--- src/rtl/lcd_cmd_sequencer.sv ---
// LCD command sequencer: issues the HD44780 power-up init sequence, then
// forwards user character/command bytes to the write-cycle stage one at a time,
// inserting the controller's execution delay after each write.
module lcd_cmd_sequencer #(
  parameter int unsigned POWERUP_CYCLES = 750000,
  parameter int unsigned CMD_WAIT       = 2000,
  parameter int unsigned CLR_WAIT       = 82000,
  parameter int unsigned CNT_W          = 20
) (
  input  logic       clk,
  input  logic       rst,
  input  logic       char_valid,
  input  logic [7:0] char_data,
  input  logic       char_is_cmd,
  output logic       char_ready,
  output logic       init_done,
  output logic       wr_enable,
  output logic       reg_sel,
  output logic [7:0] data_out,
  input  logic       wr_finish
);

  localparam logic [2:0] StPwrup  = 3'd0;
  localparam logic [2:0] StIssue  = 3'd1;
  localparam logic [2:0] StWaitwr = 3'd2;
  localparam logic [2:0] StDelay  = 3'd3;
  localparam logic [2:0] StReady  = 3'd4;

  localparam logic [CNT_W-1:0] PwrupLoad = CNT_W'(POWERUP_CYCLES);
  localparam logic [CNT_W-1:0] CmdLoad   = CNT_W'(CMD_WAIT);
  localparam logic [CNT_W-1:0] ClrLoad   = CNT_W'(CLR_WAIT);
  localparam logic [CNT_W-1:0] CntOne    = CNT_W'(1);

  logic [2:0]       state_q, state_d;
  logic [CNT_W-1:0] cnt_q, cnt_d;
  logic [1:0]       idx_q, idx_d;
  logic             init_done_q, init_done_d;
  logic             reg_sel_q, reg_sel_d;
  logic [7:0]       data_out_q, data_out_d;
  logic             is_clr;
  logic [1:0]       idx_next;

  // Init table: function set, display on, clear, entry mode.
  function automatic logic [7:0] init_byte(input logic [1:0] idx);
    logic [7:0] b;
    unique case (idx)
      2'd0:    b = 8'h38;
      2'd1:    b = 8'h0C;
      2'd2:    b = 8'h01;
      default: b = 8'h06;
    endcase
    return b;
  endfunction

  // Clear display (01h) and return home (02h/03h) need the long execution delay.
  assign is_clr   = ~reg_sel_q && (data_out_q[7:2] == 6'd0) && (data_out_q[1:0] != 2'd0);
  assign idx_next = idx_q + 2'd1;

  // Next-state logic for the sequencer FSM, delay counter and write fields.
  always_comb begin
    state_d     = state_q;
    cnt_d       = cnt_q;
    idx_d       = idx_q;
    init_done_d = init_done_q;
    reg_sel_d   = reg_sel_q;
    data_out_d  = data_out_q;
    case (state_q)
      StPwrup: begin
        // Counter holds the remaining cycles including the current one.
        if (cnt_q <= CntOne) begin
          cnt_d      = '0;
          data_out_d = init_byte(idx_q);
          reg_sel_d  = 1'b0;
          state_d    = StIssue;
        end else begin
          cnt_d = cnt_q - CntOne;
        end
      end
      StIssue: begin
        state_d = StWaitwr;
      end
      StWaitwr: begin
        if (wr_finish) begin
          cnt_d   = is_clr ? ClrLoad : CmdLoad;
          state_d = StDelay;
        end
      end
      StDelay: begin
        if (cnt_q <= CntOne) begin
          cnt_d = '0;
          if (idx_q != 2'd3) begin
            idx_d      = idx_next;
            data_out_d = init_byte(idx_next);
            reg_sel_d  = 1'b0;
            state_d    = StIssue;
          end else begin
            init_done_d = 1'b1;
            state_d     = StReady;
          end
        end else begin
          cnt_d = cnt_q - CntOne;
        end
      end
      StReady: begin
        if (char_valid) begin
          data_out_d = char_data;
          reg_sel_d  = ~char_is_cmd;
          state_d    = StIssue;
        end
      end
      default: begin
        state_d = StPwrup;
        cnt_d   = PwrupLoad;
        idx_d   = '0;
      end
    endcase
  end

  // State registers; reset restarts the power-up delay from scratch.
  always_ff @(posedge clk or negedge rst) begin
    if (!rst) begin
      state_q     <= StPwrup;
      cnt_q       <= PwrupLoad;
      idx_q       <= '0;
      init_done_q <= 1'b0;
      reg_sel_q   <= 1'b0;
      data_out_q  <= 8'h00;
    end else begin
      state_q     <= state_d;
      cnt_q       <= cnt_d;
      idx_q       <= idx_d;
      init_done_q <= init_done_d;
      reg_sel_q   <= reg_sel_d;
      data_out_q  <= data_out_d;
    end
  end

  // Handshake and write strobe decode directly from state.
  always_comb begin
    char_ready = (state_q == StReady);
    wr_enable  = (state_q == StIssue);
  end

  assign init_done = init_done_q;
  assign reg_sel   = reg_sel_q;
  assign data_out  = data_out_q;

endmodule

--- config.mk ---
export PLATFORM = sky130hd
export DESIGN_NAME = lcd_cmd_sequencer
export DESIGN_NICKNAME = d
export VERILOG_FILES = /design/src/rtl/lcd_cmd_sequencer.sv
export SDC_FILE = /design/constraint.sdc
export NUM_CORES = 1
export LEC_CHECK = 0
export ABC_AREA = 1
export BUFFER_PORTS_ARGS = -buffer_cell sky130_fd_sc_hd__buf_2
export CAP_MARGIN = 20
export CORE_ASPECT_RATIO = 2
export CORE_MARGIN = 2
export CORE_UTILIZATION = 45
export DETAILED_ROUTE_END_ITERATION = 12
export GPL_TIMING_DRIVEN = 0
export SLEW_MARGIN = 20
export SYNTH_ARGS = -nofsm -noshare
export SYNTH_HDL_FRONTEND = slang
export SYNTH_SLANG_ARGS = --single-unit
--- constraint.sdc ---
create_clock -name clk -period 2.4 [get_ports clk]
set_clock_uncertainty 0.1 [all_clocks]
set_input_delay 0.48 -clock clk [delete_from_list [all_inputs] [get_ports clk]]
set_output_delay 0.48 -clock clk [all_outputs]
set_load 0.02 [all_outputs]
Word-level counts from Yosys, hierarchy flattened
Index checks and enable logic that the tools add are counted.
{"block": "totals", "regBits": 35, "inputBits": 13, "output_inout_bits": 12, "wordCells": 69}
{"block": "classes", "n_addsub": 2, "n_lt_le_gt_ge": 1, "eq_ne": 14, "muxes": 25, "bitwise_logic": 5, "reduce_logical": 16}
{"op": "one-hot mux 20 bit (3 select lines)", "n": 1}
{"op": "two-way mux 20 bit", "n": 2}
{"op": "one-hot mux 6 bit (3 select lines)", "n": 2}
{"op": "two-way mux 8 bit", "n": 4}
{"op": "one-hot mux 8 bit (3 select lines)", "n": 1}
{"op": "less-or-equal comparator 20 x 1 -> 1 bit (second input constant)", "n": 1}
{"op": "subtractor 20 x 1 -> 20 bit (second input constant)", "n": 1}
{"op": "two-way mux 17 bit", "n": 1}
{"op": "two-way mux 3 bit", "n": 5}
{"op": "one-hot mux 3 bit (5 select lines)", "n": 1}
{"op": "!= test 2 bit (second input constant)", "n": 6}
{"op": "equality test 3 x 2 -> 1 bit (second input constant)", "n": 2}
{"op": "logical NOT 6 bit", "n": 1}
{"op": "AND reduction 3 bit", "n": 2}
{"op": "NOT 1 bit", "n": 5}
{"op": "AND reduction 5 bit", "n": 1}
{"op": "equality test 2 x 1 -> 1 bit (second input constant)", "n": 2}
{"op": "equality test 2 bit (second input constant)", "n": 2}
{"op": "logical NOT 2 bit", "n": 2}
{"op": "two-way mux 1 bit", "n": 4}
{"op": "two-way mux 2 bit", "n": 2}
{"op": "one-hot mux 2 bit (2 select lines)", "n": 1}
{"op": "AND reduction 4 bit", "n": 1}
{"op": "OR reduction 2 bit", "n": 2}
{"op": "10 further kinds", "n": 11}

Longest topological paths before layout
{"block": "depth", "word_depth": 6, "depth_mapped": 10, "ltp_nobuf": 10}

Least setup slack after synthesis
No wires, ideal clock.
{"block": "synth_timing", "path_type": "flip-flop to flip-flop", "startpoint": "register cnt_q[0]", "endpoint": "register data_out_q[4] (netlist: data_out[4])", "setup_time_ps": 122, "arrival_time_ps": 1549, "path_slack_ps": 630, "path_stages_with_launch": 11, "path_buffers": 1, "path_cell_list": "dfrtp_1 > inv_1 > ha_1 > nand3_2 > nor2_4 > nand3b_2 > nand3_2 > nand2_4 > buf_8 > nand2_2 > o21ai_2"}
{"block": "synth_via", "elab_chain_len": 3, "elab_cells_between_ends": 4, "classes_between": "1 x order compare; 2 x eq/ne; 1 x reduce/logical"}
{"item": "from (decl)", "line": "35", "rtl": "logic [CNT_W-1:0] cnt_q, cnt_d;"}
{"item": "from (signal assigned)", "line": "123", "rtl": "cnt_q <= PwrupLoad;"}
{"item": "from (signal assigned)", "line": "130", "rtl": "cnt_q <= cnt_d;"}
{"item": "less-or-equal comparator 20 x 1 -> 1 bit *", "line": "70, 89"}
{"item": "!= test 2 bit (no line)"}
{"item": "AND reduction 5 bit (no line) *"}
{"item": "to (signal assigned)", "line": "134", "rtl": "data_out_q <= data_out_d;"}
{"item": "to (decl)", "line": "39", "rtl": "logic [7:0] data_out_q, data_out_d;"}
Every way passes the cells marked *; elsewhere a longest branch is shown, timed or not.
A chain may end at the register's enable or synchronous reset.

Worst setup path in the final report
{"block": "layout_timing", "startpoint": "register state_q[1]", "endpoint": "output port char_ready"}
{"block": "layout_via", "elab_chain_len": 1}
{"item": "from (decl)", "line": "34", "rtl": "logic [2:0] state_q, state_d;"}
{"item": "from (signal assigned)", "line": "122", "rtl": "state_q <= StPwrup;"}
{"item": "from (signal assigned)", "line": "129", "rtl": "state_q <= state_d;"}
{"item": "equality test 3 bit", "line": "140", "rtl": "char_ready = (state_q == StReady);"}
{"item": "to (decl)", "line": "15", "rtl": "output logic char_ready,"}
Every way passes these cells.

==> results by group <==
Cells and area
  – Final instance area: 2700 sq um
  – Share of post-route cells with drive strength above 1: approximately a quarter
  – Multi-input logic area: ~1400 sq um
  – Final core occ: between 50% and 60%
  – Register Area: 888 sq um
  – Filler cells: 520
  – Area delta synth->final: 11.8%
  – Final net count: 373
  – Antenna Cells: 0

Die
  – Number of core rows: 37
  – Area of the die: 6000 sq um
  – Initial Utilization: a little under half
  – I/O pins: 25
  – Die Height: roughly 110 um
  – Die X: about 56 um
  – Core area: between 5000 and 6000 sq um

Synthesis
  – Synth warnings: 0
  – Largest family of logic cells by synthesized area: simple AND/OR/NAND/NOR gates
  – Count leader, synth: nand2_1
  – Cells after Synth: 320
  – Post-synthesis sequential area ratio: approximately 37%
  – Post-synthesis mux area share: 0%
  – Share of the synthesized area in the top cell type: 25.9%
  – Simple-gate share of the synthesized area: about 36%
  – Mapped Area: roughly 2400 sq um
  – Yosys reg bits: 35
  – Unique masters post-synth: 38
  – Post-synth EDFFs: 0
  – Mapped Avg Cell Area: between 7 and 8 sq um
  – Main synth FF type: dfrtp_1
  – Adder-cell share of the synthesized area: 4.67%
  – Syn Nets: around 340
  – Top cell types by occurrence after synthesis: nand2_1, nor2_1, inv_1
  – Synth area leader: dfrtp_1
  – Xor/xnor cell area share of the yosys netlist: between 4 and 5%
  – Ranking of synthesized cells by area: dfrtp_1, nand2_1, dfstp_2
  – FFs w/ async S/R, synth: 100%
  – Synth Area in Compound Gates: around 11%

Clock network
  – Num CTS Buffers: 5
  – Htree depth: 2
  – TritonCTS clock tree: built
  – Clock Sinks: 35
  – Worst skew pair latency: 0.29 ns
  – Clock buffer depth: 2
  – Clock transition at path regs: approximately 0.070 ns
  – Post-CTS sizing: 0
  – Postcts setup bufs: 0
  – Hold buffers post-CTS: 0
  – Root Buffer: clkbuf_8

Setup path
  – Buf/Inv on CP: 2
  – Arr. time, crit path: ~1.5 ns
  – Cells along the critical path: nor2_4, nand2_2, clkinv_1, buf_2
  – CP Capture Type: primary output
  – Crit path launch type: flip-flop
  – Crit path largest cell delay: 0.50 ns
  – Crit path kind: flip-flop to primary output
  – Worst Path Max Fanout: 9
  – Req. time, crit path: approximately 1.8 ns
  – CP max-delay cell: dfrtp_1
  – CP delay by family, top: flip-flops

Timing
  – Slew margin rel.: ~45%
  – Peak Freq: 487 MHz
  – Tmin final: approximately 2.1 ns
  – Final worst path period share: between 80% and 90%
  – Worst-Margin Slew: slightly above 0.8 ns
  – Final Setup Violations: 0
  – Sum Neg Setup Slack: 0 ns
  – Final Slew Violations: 0
  – RSZ-0062 raised after global routing: no
  – Final hold viol count: 0

Detailed routing
  – DRT antenna net count: 0
  – Vias/cell: just over 5
  – First DRT Iteration DRCs: 26
  – Mean routed wirelength per cell: 13.6 um
  – Detailed Route WL: around 5600 um
  – Vias: between 2000 and 2500
  – Drt drc: 0
  – TritonRoute pass-1 iters: 4

Pwr
  – Peak VDD IR: ~0.86 mV
  – Sequential share of power: between 30% and 40%
  – PwrDens: roughly 1300 nW/um^2
  – Clk pwr share: between 10% and 20%
  – Leakage power: 1.39 nW
  – Cell Int Power: ~1.8 mW
  – Combinational share of power: about 55%
  – Switching power share of the total: between 40% and 50%
  – Switch Pwr: ~1.6 mW
  – Final Power: roughly 3.4 mW

Global route
  – Gr usage total: 19.9%
  – Antenna violations before repair: 0
  – Vias in the first global route: roughly 2100
  – First-pass GRT wire length: about 9400 um
  – Grt ovf: 0
  – Largest net degree at the start of global routing: 36

Placement
  – PortBufs: 24
  – DP Area: between 2000 and 3000 sq um
  – Post-detailed-placement half-perimeter wirelength: 4460 um
  – Gp weighted congestion: about 0.86

Flow run
  – Max_cap viols: 0

Status
  – Status: complete, no violations

Min path
  – Min-delay worst type: input port to asynchronous set/reset pin
power groups by stage:
stage | Combinational (mW) | Sequential (mW) | Clock, mW
finish | 1.84 | 1.08 | 0.451
detailed placement | 1.87 | 1.09 | 0
global route | 2.07 | 1.12 | 0.480
global placement | 1.84 | 1.09 | 0
floorplan | 1.43 | 1.08 | 0
CTS | 1.87 | 1.08 | 0.466
through the flow:
step	hold WS, ns	setup WS (ns)	std cells
6_report	0.184	0.345	410
5_1_grt	0.251	0.190	410
4_1_cts	0.209	0.311	410
3_5_place_dp	0.354	0.344	402
3_3_place_gp	0.340	0.356	402
2_1_floorplan	0.0844	0.630	320
layout by cell type (no fill, tap or decap), types with 2 or more instances in the layout:
| master | count |
|---|---|
| dfstp_2 | 10 |
| inv_1 | 30 |
| ha_1 | 9 |
| nand2_2 | 6 |
| xor2_1 | 8 |
| clkbuf_8 | 6 |
| nor2_1 | 49 |
| o21ai_2 | 8 |
| nor2_4 | 4 |
| buf_2 | 25 |
| nand3_1 | 10 |
| inv_2 | 6 |
| xnor2_1 | 4 |
| nand4_1 | 7 |
| nand2_4 | 3 |
| nor2_2 | 6 |
| a21oi_1 | 9 |
| nor3_1 | 3 |
| o21ai_0 | 7 |
| o211ai_1 | 2 |
| a21oi_2 | 5 |
| dfrtp_1 | 25 |
| or2_2 | 2 |
| nand2_1 | 89 |
| nand3_2 | 3 |
registers in the layout, indices dropped and copies added, names as in the netlist:
register / flops
init_done: 1
reg_sel: 1
cnt_q: 20
state_q: 3
idx_q: 2
data_out: 8
routing by layer:
| metal | GRT usage [%] | vias up | share of wire [%] |
|---|---|---|---|
| met4 | 8.54 | 0 | 2.7 |
| met1 | 18.7 | 964 | 36 |
| met2 | 41.6 | 24 | 60 |
| met5 | 0 | - | 0 |
| met3 | 1.68 | 9 | 1.6 |
| li1 | - | 1069 | - |
kinds of logic after synthesis:
kind of cell	Yosys count
and+or+nand+nor	187
DFF	35
xor gates and xnor gates	12
adders and majority gates	9
buffers and inverters	40
AOI/OAI and AO/OA	37
final timing paths:
path	startpoint	slack (ns)	endpoint	depth (start not counted)
max	state_q[1]$_DFFE_PN0P_	0.35	char_ready	4
min	rst	0.18	cnt_q[2]$_DFFE_PN0P_	1
max reg2reg	cnt_q[0]$_DFFE_PN0P_	0.37	data_out[4]$_DFFE_PN0P_	10
min reg2reg	init_done$_DFFE_PN0P_	0.36	init_done$_DFFE_PN0P_	2
max in group asynchronous	rst	1.49	state_q[0]$_DFFE_PN0P_	1
min in group clk	char_data[7]	0.34	data_out[7]$_DFFE_PN0P_	3
area by class of cell:
type / count / area share [%]
multi-input cells: 245 / 50.2
plain buffers: 3 / 1.16
inverters: 37 / 5.15
repair buffers: 24 / 4.46
flip-flops and latches: 35 / 33.0
well taps: 58 / 2.69
clock buffers: 7 / 3.20
clock inverters: 1 / 0.186
worst register-to-register path, delay by kind of cell (launching register included):
kind / cells / cell delay, ns
flops: 1 / 0.41
compound gates: 1 / 0.04
fa+ha+maj: 1 / 0.21
simple gates: 6 / 0.92
buf+inv: 2 / 0.26
Power figures use the tool's default switching activity.
